[config.mk]
export PLATFORM = sky130hd
export DESIGN_NAME = systolic_drain
export DESIGN_NICKNAME = d
export VERILOG_FILES = /design/src/rtl/tpu_pkg.sv /design/src/rtl/drain_row_fifo.sv /design/src/rtl/systolic_drain.sv
export SDC_FILE = /design/constraint.sdc
export NUM_CORES = 1
export LEC_CHECK = 0
export ABC_AREA = 0
export ABC_CLOCK_PERIOD_IN_PS = 4400
export CAP_MARGIN = 0
export CELL_PAD_IN_SITES_DETAIL_PLACEMENT = 1
export CELL_PAD_IN_SITES_GLOBAL_PLACEMENT = 1
export CORE_ASPECT_RATIO = 1.2
export CORE_MARGIN = 2
export CORE_UTILIZATION = 40
export DETAILED_ROUTE_END_ITERATION = 6
export MAX_ROUTING_LAYER = met4
export PLACE_DENSITY_LB_ADDON = 0.2
export SYNTH_ARGS = -nofsm -noshare
export SYNTH_HDL_FRONTEND = slang
export SYNTH_SLANG_ARGS = --single-unit
[constraint.sdc]
create_clock -name clk -period 4.4 [get_ports clk]
set_input_delay 0.88 -clock clk [delete_from_list [all_inputs] [get_ports clk]]
set_output_delay 0.88 -clock clk [all_outputs]
set_load 0.02 [all_outputs]
[src/rtl/tpu_pkg.sv]
// Shared types for the systolic array output path:
// drain FSM states, the realigned row bundle and the default psum width.
package tpu_pkg;

  localparam int DRAIN_DATA_WIDTH = 16;

  typedef enum logic [1:0] {
    ST_IDLE,
    ST_COLLECT,
    ST_FLUSH
  } drain_state_e;

  typedef struct packed {
    logic [DRAIN_DATA_WIDTH-1:0] lane2;
    logic [DRAIN_DATA_WIDTH-1:0] lane1;
  } row_t;

endpackage

[src/rtl/drain_row_fifo.sv]
// Synchronous row FIFO with full/empty; read data is zero while empty.
// Pointers carry one extra wrap bit so full and empty are distinguishable.
module drain_row_fifo #(
  parameter int WIDTH = 32,
  parameter int DEPTH = 4
) (
  input  logic             clk_i,
  input  logic             rst_ni,
  input  logic             push_i,
  input  logic [WIDTH-1:0] wdata_i,
  input  logic             pop_i,
  output logic [WIDTH-1:0] rdata_o,
  output logic             full_o,
  output logic             empty_o
);

  localparam int AW = $clog2(DEPTH);

  logic [WIDTH-1:0] mem_q [DEPTH];
  logic [AW:0]      wr_q, wr_d;
  logic [AW:0]      rd_q, rd_d;
  logic             do_push;
  logic             do_pop;

  always_comb begin
    empty_o = (wr_q == rd_q);
    full_o  = (wr_q[AW] != rd_q[AW]) &&
              (wr_q[AW-1:0] == rd_q[AW-1:0]);
    do_pop  = pop_i && !empty_o;
    do_push = push_i && (!full_o || do_pop);
    wr_d    = do_push ? wr_q + 1'b1 : wr_q;
    rd_d    = do_pop ? rd_q + 1'b1 : rd_q;
    rdata_o = empty_o ? '0 : mem_q[rd_q[AW-1:0]];
  end

  always_ff @(posedge clk_i or negedge rst_ni) begin
    if (!rst_ni) begin
      wr_q <= '0;
      rd_q <= '0;
    end else begin
      wr_q <= wr_d;
      rd_q <= rd_d;
    end
  end

  always_ff @(posedge clk_i) begin
    if (do_push) mem_q[wr_q[AW-1:0]] <= wdata_i;
  end

endmodule

[src/rtl/systolic_drain.sv]
// Systolic array drain: deskews column psums into rows, buffers them, counts.
// Optional SYSTOLIC_DRAIN_RELU_EN clamps negative lanes to zero at push.
module systolic_drain
  import tpu_pkg::*;
#(
  parameter int SYSTOLIC_ARRAY_WIDTH = 2,
  parameter int DATA_WIDTH           = DRAIN_DATA_WIDTH,
  parameter int FIFO_DEPTH           = 4
) (
  input  logic                  clk,
  input  logic                  rst,
  input  logic                  drain_start_in,
  input  logic [15:0]           drain_rows_in,
  input  logic [15:0]           ub_rd_col_size_in,
  input  logic                  ub_rd_col_size_valid_in,
  input  logic [DATA_WIDTH-1:0] sys_data_in_1,
  input  logic [DATA_WIDTH-1:0] sys_data_in_2,
  input  logic                  sys_valid_in_1,
  input  logic                  sys_valid_in_2,
  output logic [DATA_WIDTH-1:0] ub_wr_data_out_1,
  output logic [DATA_WIDTH-1:0] ub_wr_data_out_2,
  output logic                  ub_wr_valid_out,
  input  logic                  ub_wr_ready_in,
  output logic                  drain_busy_out,
  output logic                  drain_done_out,
  output logic                  err_overflow_out,
  output logic                  err_misalign_out
);

  localparam logic [1:0] CS_MAX = 2'(SYSTOLIC_ARRAY_WIDTH);

  typedef struct packed {
    logic [DATA_WIDTH-1:0] lane2;
    logic [DATA_WIDTH-1:0] lane1;
  } lrow_t;

  drain_state_e          state_q;
  logic [15:0]           rows_left_q;
  logic [1:0]            col_size_q;
  logic                  sk_v_q;
  logic [DATA_WIDTH-1:0] sk_d_q;
  logic                  done_q;
  logic                  ovf_q;
  logic                  mis_q;

  logic  collect, two_col;
  logic  pair, frag, pop, drop;
  logic  fifo_full, fifo_empty;
  lrow_t wrow, rrow;

  always_comb begin
    collect    = (state_q == ST_COLLECT);
    two_col    = (col_size_q == 2'd2);
    pair       = collect && sk_v_q && (!two_col || sys_valid_in_2);
    frag       = collect && two_col && (sk_v_q ^ sys_valid_in_2);
    pop        = !fifo_empty && ub_wr_ready_in;
    drop       = pair && fifo_full && !pop;
    wrow.lane1 = sk_d_q;
    wrow.lane2 = two_col ? sys_data_in_2 : '0;
`ifdef SYSTOLIC_DRAIN_RELU_EN
    if (wrow.lane1[DATA_WIDTH-1]) wrow.lane1 = '0;
    if (wrow.lane2[DATA_WIDTH-1]) wrow.lane2 = '0;
`endif
  end

  always_ff @(posedge clk or negedge rst) begin
    if (!rst) begin
      col_size_q <= CS_MAX;
    end else if (ub_rd_col_size_valid_in) begin
      col_size_q <= (ub_rd_col_size_in == 16'd1) ? 2'd1 : CS_MAX;
    end
  end

  // Skew register only tracks column 1 while collecting
  always_ff @(posedge clk or negedge rst) begin
    if (!rst) begin
      state_q     <= ST_IDLE;
      rows_left_q <= '0;
      sk_v_q      <= 1'b0;
      sk_d_q      <= '0;
      done_q      <= 1'b0;
      ovf_q       <= 1'b0;
      mis_q       <= 1'b0;
    end else begin
      done_q <= 1'b0;
      sk_v_q <= collect && sys_valid_in_1;
      sk_d_q <= collect ? sys_data_in_1 : '0;
      if (drop) ovf_q <= 1'b1;
      if (frag) mis_q <= 1'b1;
      unique case (state_q)
        ST_IDLE: begin
          if (drain_start_in) begin
            rows_left_q <= drain_rows_in;
            ovf_q       <= 1'b0;
            mis_q       <= 1'b0;
            state_q     <= (drain_rows_in == 16'd0) ?
                           ST_FLUSH : ST_COLLECT;
          end
        end
        ST_COLLECT: begin
          if (pair) begin
            rows_left_q <= rows_left_q - 16'd1;
            if (rows_left_q == 16'd1) state_q <= ST_FLUSH;
          end
        end
        ST_FLUSH: begin
          if (fifo_empty) begin
            state_q <= ST_IDLE;
            done_q  <= 1'b1;
          end
        end
        default: state_q <= ST_IDLE;
      endcase
    end
  end

  drain_row_fifo #(
    .WIDTH(2 * DATA_WIDTH),
    .DEPTH(FIFO_DEPTH)
  ) u_fifo (
    .clk_i  (clk),
    .rst_ni (rst),
    .push_i (pair),
    .wdata_i(wrow),
    .pop_i  (pop),
    .rdata_o(rrow),
    .full_o (fifo_full),
    .empty_o(fifo_empty)
  );

  assign ub_wr_data_out_1 = rrow.lane1;
  assign ub_wr_data_out_2 = rrow.lane2;
  assign ub_wr_valid_out  = !fifo_empty;
  assign drain_busy_out   = (state_q != ST_IDLE);
  assign drain_done_out   = done_q;
  assign err_overflow_out = ovf_q;
  assign err_misalign_out = mis_q;

endmodule

==> reports/metrics.yaml <==
layout-drive-gt1-share: 0.150
status: "finished clean"
rows: 54
synthArstFlopShare: 0.264
path_max_fanout: 34
p_per_area_nw_per_um2: 630
gr-total-overflow: 0
grt_pass1_wl_mm: 25.4
synth_seq_area_share: 0.679
post_cts_resized: 0
path_class: "reg2out"
layout_common_cells: "edfxtp_1 (128), clkdlybuf4s50_1 (106), and2_1 (67), dfrtp_1 (43), mux4_2 (32)"
cpPeakStageDelay_ns: 0.63
clock_path_buffers: 2
crit_buf_inv: 2
post_drt_wl_per_cell_um: 19.3
track_usage: 0.176
hold_path.class: "reg2reg"
synth-seq-cells: 174
routabilityCongestion: 0.792
cp_data_arrival_time_ns: 2.70
cp-start-kind: "flip-flop"
antenna_found_initial: 0
fin_crit_sh: 0.813
via_count: 4289
die_w_um: 128
drv_cap: 0
fp.dieH_um: 153
yosysTopAreaCell: "edfxtp_1"
avgSynthCellArea_um2: 16.0
drv_slew: 0
tightest_slew_ns: 1.16
synth_warnings: 0
io_pins: 108
htree_levels: 4
antenna_cells: 0
dp_hpwl_mm: 10.3
nFillCells: 1748
postCtsHoldBufs: 0
clk_latency_ns: 0.43
whs_ns: 0.488
first_global_vias: 4786
path_clk_slew_ns: 0.07
finalSetupViolCount: 0
drtPass1Iterations: 4
synthTopCellsByArea: "edfxtp_1 (52%), dfrtp_1 (15%), mux4_2 (9.8%)"
endpoint_kind: "output port"
netlist_instances: 460
via_per_inst: 5.33
finClkSkew_ns: 0.00735
yosysTopAreaCellShare: 0.522
grt_max_degree: 48
syn-cell-area_um2: 7360
post-route-util: 0.509
start_util: 0.406
wl_mm: 15.5
portBuffers: 107
die_area_um2: 19500
drc: 0
yosys.cell_types.count: 58
rsz0062_at_grt: "no"
synth_nets: 538
ys.flop_type: "edfxtp_1"
drtAntennaViolNets: 0
cts_num_sinks: 174
nets: 645
synthToLayoutAreaGrowth_pct: 25.3
post_cts_buffers: 0
final_common_cell: "edfxtp_1"
slew_headroom: 0.224
hold_violations: 0
core-area_um2: 18100
cts_made_buffers: 17
max_freq_mhz: 279
cp_cell_sequence: "buf_4 > mux4_2 > and2_1 > clkdlybuf4s50_1"
cts_root_buf: "clkbuf_16"
period_minus_slack_ns: 3.58
crit_required_ns: 3.52
cp_slowest_cell: "mux4_2"
first_iter_violations: 262
synth_edf_count: 128
ir_drop_mv: 0.276
cts_tree: "yes"
p_leak_nw: 3.18
final.setup.tns_ns: 0
cp_top_family: "buffers and inverters"
## state kept, by name, summed over array words and instances (netlist names)
| name | cells |
|---|---|
| sk_v_q | 1 |
| err_overflow_out | 1 |
| col_size_q | 2 |
| rows_left_q | 16 |
| err_misalign_out | 1 |
| sk_d_q | 16 |
| state_q | 2 |
| u_fifo.wr_q | 3 |
| u_fifo.rd_q | 3 |
| drain_done_out | 1 |
| u_fifo.mem_q | 128 |
## worst register-to-register path, stage by stage, from the launching register on
cell and delay [ns]:
dfrtp_1 0.44, xnor2_1 0.18, and4b_1 0.25, nor2_1 0.34, and2_2 0.83
## worst paths after layout
check	slack, ns	startpoint	end	depth (start not counted)
max reg2reg	1.98	u_fifo.wr_q[0]	u_fifo.mem_q[2][1]	4
min reg2reg	0.49	u_fifo.wr_q[2]	u_fifo.wr_q[2]	1
min	0.49	u_fifo.wr_q[2]	u_fifo.wr_q[2]	1
max	0.82	u_fifo.rd_q[0]	ub_wr_data_out_1[4]	4
min in group asynchronous	0.55	rst	rows_left_q[4]	2
max in group asynchronous	3.37	rst	u_fifo.rd_q[0]	2
## area by class of cell
class | instances | area [um^2] | area share
well taps | 224 | 280 | 0.0304
clock buffers | 18 | 429 | 0.0466
repair buffers | 113 | 1110 | 0.121
flip-flops and latches | 174 | 5000 | 0.542
inverters | 13 | 48.8 | 0.00529
clock inverters | 14 | 178 | 0.0193
multi-input cells | 248 | 2170 | 0.236
## cells in the mapped netlist (4+ instances only)
| library cell | count |
|---|---|
| nor3_1 | 7 |
| clkbuf_1 | 15 |
| a21oi_1 | 8 |
| dfrtp_1 | 45 |
| a31oi_1 | 4 |
| ha_1 | 7 |
| nand2_1 | 9 |
| o211ai_1 | 5 |
| nor4_1 | 9 |
| o21ai_0 | 18 |
| and2_1 | 70 |
| a41oi_1 | 4 |
| buf_2 | 4 |
| nor2_1 | 17 |
| edfxtp_1 | 128 |
| xnor2_1 | 4 |
| mux4_2 | 32 |
| xor2_1 | 4 |
| inv_1 | 13 |
## cells by family after synthesis
group / after synthesis / synth area share
and+or+nand+nor: 136 / 0.110
buffers and inverters: 38 / 0.0277
muxes: 35 / 0.102
xor gates and xnor gates: 8 / 0.00952
DFF: 174 / 0.679
adders and majority gates: 7 / 0.0119
AOI/OAI and AO/OA: 62 / 0.0590
## layer usage
layer / share of wire / vias to the layer above / GRT usage / wire, um
li1: - / 1974 / - / -
met1: 0.41 / 2205 / 0.198 / 6340
met2: 0.54 / 87 / 0.310 / 8410
met3: 0.030 / 23 / 0.0327 / 464
met4: 0.019 / 0 / 0.0670 / 289
met5: 0 / - / - / 0
## per-stage QoR
stage | cell area, um^2 | instances | setup slack (ns) | power (mW)
finish | 9220 | 804 | 0.822 | 5.81
global route | 9220 | 804 | 0.665 | 6.10
CTS | 9220 | 804 | 0.739 | 5.90
detailed placement | 8610 | 772 | 1.08 | 4.35
global placement | 8610 | 772 | 1.18 | 4.31
floorplan | 7360 | 460 | 0.165 | 3.44
## power breakdown
part	switching, mW	internal [mW]
registers	0.116	1.99
clock network	0.633	0.903
logic	1.09	1.08
total	1.83	3.98
(Power assumes the default switching activity.)
